===== src/rtl/dffnrsnq_pipe_pkg.sv =====
// rtl/dffnrsnq_pipe_pkg.sv - shared op encoding, priority decode and fill-width helper
package dffnrsnq_pipe_pkg;

    typedef enum logic [2:0] {
        OP_RESET = 3'd0,
        OP_SET   = 3'd1,
        OP_SCAN  = 3'd2,
        OP_SHIFT = 3'd3,
        OP_HOLD  = 3'd4
    } op_e;

    // Width needed to count 0..depth inclusive
    function automatic int fill_width(input int depth);
        return $clog2(depth + 1);
    endfunction

    // Reset beats set, set beats scan, scan beats shift
    function automatic op_e op_decode(input logic rst, input logic setn,
                                      input logic se, input logic en);
        if (rst)
            return OP_RESET;
        else if (!setn)
            return OP_SET;
        else if (se)
            return OP_SCAN;
        else if (en)
            return OP_SHIFT;
        else
            return OP_HOLD;
    endfunction

endpackage


===== src/rtl/dffnrsnq_pipe_stage.sv =====
// rtl/dffnrsnq_pipe_stage.sv - one falling-edge data register with its valid flag
module dffnrsnq_pipe_stage
    import dffnrsnq_pipe_pkg::*;
#(
    parameter int              WIDTH     = 8,
    parameter logic [WIDTH-1:0] RESET_VAL = '0,
    parameter logic [WIDTH-1:0] SET_VAL   = '1
) (
    input  logic             clk,
    input  op_e              op,
    input  logic [WIDTH-1:0] par_d,
    input  logic             par_vld,
    input  logic             ser_in,
    output logic [WIDTH-1:0] q,
    output logic             vld
);

    // Serial shift moves every bit one place up; the concat handles WIDTH=1
    logic [WIDTH:0] scan_cat;
    assign scan_cat = {q, ser_in};

    // Register update on the falling edge according to the decoded op
    always_ff @(negedge clk) begin
        case (op)
            OP_RESET: begin
                q   <= RESET_VAL;
                vld <= 1'b0;
            end
            OP_SET: begin
                q   <= SET_VAL;
                vld <= 1'b1;
            end
            OP_SCAN: begin
                q   <= scan_cat[WIDTH-1:0];
            end
            OP_SHIFT: begin
                q   <= par_d;
                vld <= par_vld;
            end
            default: ;
        endcase
    end

endmodule


===== src/rtl/dffnrsnq_pipe.sv =====
// rtl/dffnrsnq_pipe.sv - falling-edge set/reset register pipeline with occupancy count (optional scan: GF180_DFFNRSNQ_PIPE_SCAN_EN)
module dffnrsnq_pipe
    import dffnrsnq_pipe_pkg::*;
#(
    parameter int               WIDTH     = 8,
    parameter int               DEPTH     = 2,
    parameter logic [WIDTH-1:0] RESET_VAL = '0,
    parameter logic [WIDTH-1:0] SET_VAL   = '1
) (
    input  logic                          CLKN,
    input  logic                          RST,
    input  logic                          SETN,
    input  logic                          EN,
    input  logic [WIDTH-1:0]              D,
    input  logic                          VLD_I,
`ifdef GF180_DFFNRSNQ_PIPE_SCAN_EN
    input  logic                          SE,
    input  logic                          SI,
    output logic                          SO,
`endif
    output logic [WIDTH-1:0]              Q,
    output logic                          VLD_O,
    output logic [fill_width(DEPTH)-1:0]  FILL,
    output logic                          FULL
);

    localparam int FW = fill_width(DEPTH);

    logic             se;
    logic             si;
    op_e              op;
    logic [WIDTH-1:0] stage_q   [DEPTH];
    logic             stage_vld [DEPTH];
    logic [FW-1:0]    fill_q;

`ifdef GF180_DFFNRSNQ_PIPE_SCAN_EN
    assign se = SE;
    assign si = SI;
    assign SO = stage_q[DEPTH-1][WIDTH-1];
`else
    assign se = 1'b0;
    assign si = 1'b0;
`endif

    assign op = op_decode(RST, SETN, se, EN);

    for (genvar k = 0; k < DEPTH; k++) begin : g_stage
        logic [WIDTH-1:0] par_d;
        logic             par_vld;
        logic             ser_in;
        if (k == 0) begin : g_head
            assign par_d   = D;
            assign par_vld = VLD_I;
            assign ser_in  = si;
        end else begin : g_body
            assign par_d   = stage_q[k-1];
            assign par_vld = stage_vld[k-1];
            assign ser_in  = stage_q[k-1][WIDTH-1];
        end
        dffnrsnq_pipe_stage #(
            .WIDTH     (WIDTH),
            .RESET_VAL (RESET_VAL),
            .SET_VAL   (SET_VAL)
        ) u_stage (
            .clk     (CLKN),
            .op      (op),
            .par_d   (par_d),
            .par_vld (par_vld),
            .ser_in  (ser_in),
            .q       (stage_q[k]),
            .vld     (stage_vld[k])
        );
    end

    // Occupancy tracks valid flags entering and leaving; it cannot leave 0..DEPTH
    always_ff @(negedge CLKN) begin
        case (op)
            OP_RESET: fill_q <= '0;
            OP_SET:   fill_q <= FW'(DEPTH);
            OP_SHIFT: fill_q <= fill_q + FW'(VLD_I) - FW'(stage_vld[DEPTH-1]);
            default:  ;
        endcase
    end

    assign Q     = stage_q[DEPTH-1];
    assign VLD_O = stage_vld[DEPTH-1];
    assign FILL  = fill_q;
    assign FULL  = (fill_q == FW'(DEPTH));

endmodule


===== config.mk =====
export PLATFORM = sky130hd
export DESIGN_NAME = dffnrsnq_pipe
export DESIGN_NICKNAME = d
export VERILOG_FILES = /design/src/rtl/dffnrsnq_pipe_pkg.sv /design/src/rtl/dffnrsnq_pipe_stage.sv /design/src/rtl/dffnrsnq_pipe.sv
export SDC_FILE = /design/constraint.sdc
export NUM_CORES = 1
export LEC_CHECK = 0
export ABC_AREA = 1
export BUFFER_PORTS_ARGS = -buffer_cell sky130_fd_sc_hd__buf_2
export CAP_MARGIN = 10
export CORE_AREA = 8 8 59 56
export DETAILED_ROUTE_END_ITERATION = 8
export DIE_AREA = 0 0 67 64
export HOLD_SLACK_MARGIN = 0.1
export PLACE_DENSITY = 0.76
export SLEW_MARGIN = 20
export SYNTH_ARGS = -nofsm -noshare
export SYNTH_HDL_FRONTEND = slang
export SYNTH_HIERARCHICAL = 1
export SYNTH_SLANG_ARGS = --single-unit

===== constraint.sdc =====
create_clock -name CLKN -period 1.9 [get_ports CLKN]
set_input_delay 0.38 -clock CLKN [delete_from_list [all_inputs] [get_ports CLKN]]
set_output_delay 0.38 -clock CLKN [all_outputs]
set_load 0.005 [all_outputs]

==> results of run 1 <==
## through the flow
stage               TNS, ns  setup WS [ns]  cells  hold slack [ns]  util, %
finish                -4.10         -0.463    249            0.533     80.6
global route          -4.88         -0.543    249            0.554     80.6
CTS                   -4.21         -0.482    242            0.547     76.1
detailed placement   -15.88         -0.489    209            0.534     65.6
global placement     -14.86         -0.444    209            0.505     65.6
floorplan             -5.34         -0.224    145            0.497        -
## where the power goes
part / internal [mW] / switching [mW] / total, mW
logic: 0.152 / 0.149 / 0.301
registers: 0.543 / 0.0253 / 0.568
clock network: 0.131 / 0.241 / 0.372
## flip-flops by register name, indices dropped and copies added, names as in the netlist
register,cells
FILL,2
g_stage.u_stage/q,16
g_stage.u_stage/vld,2
## what timing repair did
action                     CTS  global route
buffers inserted             8             6
gates cloned                 4             1
setup endpoints to repair   32            27
pin swaps                    4             4
gates resized for setup     16            10
## cells by family (layout without fill, tap and decap cells)
| logic type | count (synthesis) | in the layout | synth area share [%] |
|---|---|---|---|
| AND/OR/NAND/NOR | 79 | 81 | 30.2 |
| buffers and inverters | 38 | 112 | 14.5 |
| flip-flops | 20 | 20 | 50.4 |
| AO/OA/AOI/OAI | 5 | 5 | 2.52 |
| adder cells (fa/ha/maj) | 2 | 2 | 2.10 |
| other | 1 | 1 | 0.314 |
## metal layers
| layer | global-route usage (%) | vias up |
|---|---|---|
| met1 | 17.3 | 519 |
| li1 | - | 617 |
| met2 | 26.9 | 46 |
| met4 | 11.0 | 0 |
| met3 | 4.18 | 9 |
| met5 | 0 | - |
## area by class of cell
| type | instances | share of cell area [%] |
|---|---|---|
| clock inverters | 21 | 4.25 |
| inverters | 31 | 9.22 |
| repair buffers | 55 | 24.2 |
| multi-input cells | 89 | 26.7 |
| clock buffers | 3 | 1.19 |
| well taps | 28 | 1.86 |
| flip-flops and latches | 20 | 31.9 |
| repair inverters | 2 | 0.796 |
## worst max-delay path: cells and delay by family, from the launching register on
kind                   cells  cell delay, ns
DFF                        1            0.42
buffers and inverters      2            0.21
and+or+nand+nor            1            0.04
## path summary, 6_finish.rpt
path / startpoint / end / cells past startpoint
worst max-delay path: FILL[1] / FULL / 3
worst min-delay path: g_stage[0].u_stage/vld / g_stage[1].u_stage/vld / 1
worst max register to register: g_stage[1].u_stage/vld / FILL[1] / 8
worst min register to register: g_stage[0].u_stage/vld / g_stage[1].u_stage/vld / 1
## layout by cell type (no fill, tap or decap), drive strengths merged
cell       n
ha         2
nand4     16
clkbuf     4
nand3      4
conb       1
nand3b     1
a21oi      3
clkinv     1
nor2       6
inv       50
o21a       2
buf       54
edfxtp    20
clkinvlp   3
nand2     54
==> results.cfg, run 1 <==
[sta]
slew_violations = 0
skew_ns = 0.0155
hold_viol = 0
finalSetupViolations = 16
fin_ws_ns = -0.463
rsz0062_at_grt = yes

[global_routing]
grt_usage_pct = 16.1
grt_pass1_vias = 1304
grt_max_degree = 17
antenna_found_initial = 0
grt_overflow_total = 0
grt_pass1_wl_um = 5510

[logic_synthesis]
syn-num-nets = 160
synth_top_cell_area_share_pct = 50.4
ys_types = 14
synth_seq_cells = 20
synthTopCellsByArea = edfxtp_1, nand2_1, inv_1
synth_cells = 145
avgSynthCellArea_um2 = 8.22
ys_seq_area_share_pct = 50.4
netlist_area_mm2 = 0.00119
synth_edf_count = 20
synth_top_cell_by_area = edfxtp_1
synth_common_cells = nand2_1, inv_1, edfxtp_1, nand4_1
synthMostInstantiatedCell = nand2_1
synth_flop_cell = edfxtp_1
async_reset_ff_share_pct = 0
ys_warn_count = 6

[power]
power_mw = 1.24
vdd.ir_drop.worst_uv = 552
p_per_area_mw_per_mm2 = 659
power.leakage_nw = 0.986

[floorplan]
dieArea_mm2 = 0.00429
num_rows = 17
num_io_pins = 25
die_w_um = 67
floorplan.initialDensity_pct = 51.0
die_y_um = 64
coreArea_mm2 = 0.00234

[clocking]
cts_sinks = 20
cts_hold_repair.buffers = 0
cts_root_buf = clkbuf_4
cts_tree = done
h-tree-depth = 1
clockBufferDepth = 2
cts_made_buffers = 3
cts.clk_slew.worst_paths_ns = 0.04
clkLatencyLatePin_ns = 0.38

[critical_path]
crit_type = reg -> out
slowest_delay_ns = 0.42
cp_max_fo = 3
cp-end-kind = output port
cp.required_ns = 1.52
crit_path_start_kind = flip-flop
critical_path_arrival_ns = 1.98
cp_cell_sequence = inv_2 -> nor2_1 -> buf_2
cpMaxStageDelayCell = edfxtp_1
reg2reg_slack_ns = 0.24

[drt]
via_count = 1191
drt-met1-wl_um = 1260
drt_iter0_drc = 81
routed.top_layer = met4
routed_wl_um = 3270
avgRoutedWirePerCell_um = 13.1
drc = 0
wl_met2_um = 1740
final_antenna_net_count = 0
vias_per_cell = 4.78
drtPass1Iterations = 4
route.met3.wl_um = 190

[layout]
multiInputGateArea_um2 = 503
n_fill_cell = 152
ff_latch_area_um2 = 601
fin_nets = 237
syn2layout_area_growth_pct = 58.1
drive_gt1_share_pct = 37.1
final_cell_area_mm2 = 0.00189
num_antenna_cells = 0

[placement]
gp_congestion = 0.805
place_hpwl_um = 2020
placed_area_mm2 = 0.00153
portBuffers = 24

[run]
maxCapViolCount = 0

[run_status]
status = complete, but fails checks
violations = setup timing

[worst_hold_path]
min_path_type = reg -> reg
Note: power is estimated with default switching activity, not from simulation.
==> inputs of run 2 (changes only) <==
--- a/config.mk
+++ b/config.mk
@@ -6,13 +6,14 @@
 export NUM_CORES = 1
 export LEC_CHECK = 0
 export ABC_AREA = 1
-export BUFFER_PORTS_ARGS = -buffer_cell sky130_fd_sc_hd__buf_2
+export BUFFER_PORTS_ARGS = -buffer_cell sky130_fd_sc_hd__clkbuf_2
 export CAP_MARGIN = 10
-export CORE_AREA = 8 8 59 56
+export CORE_AREA = 8 8 62 59
 export DETAILED_ROUTE_END_ITERATION = 8
-export DIE_AREA = 0 0 67 64
+export DIE_AREA = 0 0 70 67
 export HOLD_SLACK_MARGIN = 0.1
-export PLACE_DENSITY = 0.76
+export PLACE_DENSITY = 0.72
+export SKIP_CTS_REPAIR_TIMING = 1
 export SLEW_MARGIN = 20
 export SYNTH_ARGS = -nofsm -noshare
 export SYNTH_HDL_FRONTEND = slang
==> constraint.sdc (replaced) <==
create_clock -name CLKN -period 2.1 [get_ports CLKN]
set_input_delay 0.42 -clock CLKN [delete_from_list [all_inputs] [get_ports CLKN]]
set_output_delay 0.42 -clock CLKN [all_outputs]
set_load 0.005 [all_outputs]
==> run 2 against run 1 <==
Net effect: the run still ends with setup timing left; clock skew about the same; critical path depth unchanged; die area up 9.4%; cell area down 4.0%; first-iteration DRC count up 6.2%; count of clock-buffer cells in the layout unchanged; clock power down 4%; register-to-register slack better by 0.30 ns; largest power group unchanged.
==> results.cfg, run 2 (same netlist as run 1, synthesis figures left out) <==
[critical_path]
reg2reg_slack_ns = 0.54
ff2ff_path_depth = 7
cp.depth = 3
cp_max_fo = 3
critPathTopFamily = flip-flops
r2r_end = FILL[1]
slowest_delay_ns = 0.41
cpMaxStageDelayCell = edfxtp_1
crit_type = reg -> out
critical_path_arrival_ns = 2.05
cp.required_ns = 1.68
worst-path-buf-inv = 2
r2r-start = g_stage[1].u_stage/vld
crit_path_start_kind = flip-flop
cp_cell_sequence = inv_2 -> nor2_1 -> clkbuf_2
cp-end-kind = output port

[drt]
drc = 0
via_count = 1179
drtPass1Iterations = 5
final_antenna_net_count = 0
vias_per_cell = 4.75
routed_wl_um = 2860
drt_iter0_drc = 86
avgRoutedWirePerCell_um = 11.5

[placement]
place_hpwl_um = 1890
portBuffers = 24
gp_congestion = 0.763

[clocking]
cts_root_buf = clkbuf_4
clockBufferDepth = 2
cts_made_buffers = 3
cts_tree = done
cts.clk_slew.worst_paths_ns = 0.04
clkLatencyLatePin_ns = 0.39
h-tree-depth = 1
cts_sinks = 20

[floorplan]
die_y_um = 67
floorplan.initialDensity_pct = 45.6
coreArea_mm2 = 0.00261
die_w_um = 70
dieArea_mm2 = 0.00469
num_rows = 18
num_io_pins = 25

[global_routing]
grt_usage_pct = 11.7
grt_pass1_vias = 1093
antenna_found_initial = 0
grt_max_degree = 18
grt_overflow_total = 0
grt_pass1_wl_um = 4410

[run]
maxCapViolCount = 0

[worst_hold_path]
worstHoldPathCells = 1
min_path_type = reg -> reg
min_from = g_stage[0].u_stage/vld
holdPathEnd = g_stage[1].u_stage/vld

[sta]
whs_ns = 0.523
finalSetupViolations = 12
hold_viol = 0
skew_ns = 0.0159
slew_violations = 0
rsz0062_at_grt = yes
fin_tns_setup_ns = -3.22
fin_ws_ns = -0.366

[layout]
num_antenna_cells = 0
syn2layout_area_growth_pct = 51.7
final_common_cell = nand2_1
largest_register_ffs = 16
drive_gt1_share_pct = 35.3
mostFrequentLayoutCells = nand2_1, inv_1, buf_4
largest-register = g_stage.u_stage/q
fin_nets = 234

[run_status]
violations = setup timing
status = complete, but fails checks

[power]
vdd.ir_drop.worst_uv = 474
power.leakage_nw = 0.962
p_per_area_mw_per_mm2 = 614
run 2: cell type report:
cell class | instances | area, µm²
Clock buffer | 3 | 22.5
Clock inverter | 21 | 81.3
Fill cell | 217 | 803
Inverter | 31 | 161
Multi-Input combinational cell | 89 | 498
Sequential cell | 20 | 601
Tap cell | 30 | 37.5
Timing Repair Buffer | 54 | 408
run 2: metrics by stage:
step                power, mW  cells  setup slack, ns  util, %  instance area (µm²)
floorplan               0.690    145           -0.164        -                 1270
global placement        0.773    214           -0.383     59.2                 1550
global route             1.20    248           -0.453     69.3                 1810
finish                   1.11    248           -0.366     69.3                 1810
CTS                      1.09    235           -0.408     62.7                 1640
detailed placement      0.781    214           -0.420     59.2                 1550
run 2: worst max path at each step:
| stage | end | from |
|---|---|---|
| 3_5_place_dp | g_stage[1].u_stage/q[6] | RST |
| 4_1_cts | FULL | FILL[1] |
| 6_report | FULL | FILL[1] |
| 5_1_grt | FULL | FILL[1] |
| 3_3_place_gp | g_stage[1].u_stage/q[3] | RST |
| 2_1_floorplan | g_stage[1].u_stage/q[1] | RST |
run 2: metal layers:
metal  global-route usage (%)  routed length (µm)  vias to the layer above
li1                         -                   -                      613
met1                     12.4                1220                      520
met2                     17.6                1400                       42
met3                     4.01                 160                        4
met4                     12.0                  76                        0
met5                        0                   0                        -
run 2: power by group:
| group | leakage [nW] | switching, mW | internal [mW] |
|---|---|---|---|
| sequential | 0.220 | 0.0222 | 0.491 |
| clock | 0.125 | 0.234 | 0.123 |
| combinational | 0.618 | 0.122 | 0.118 |
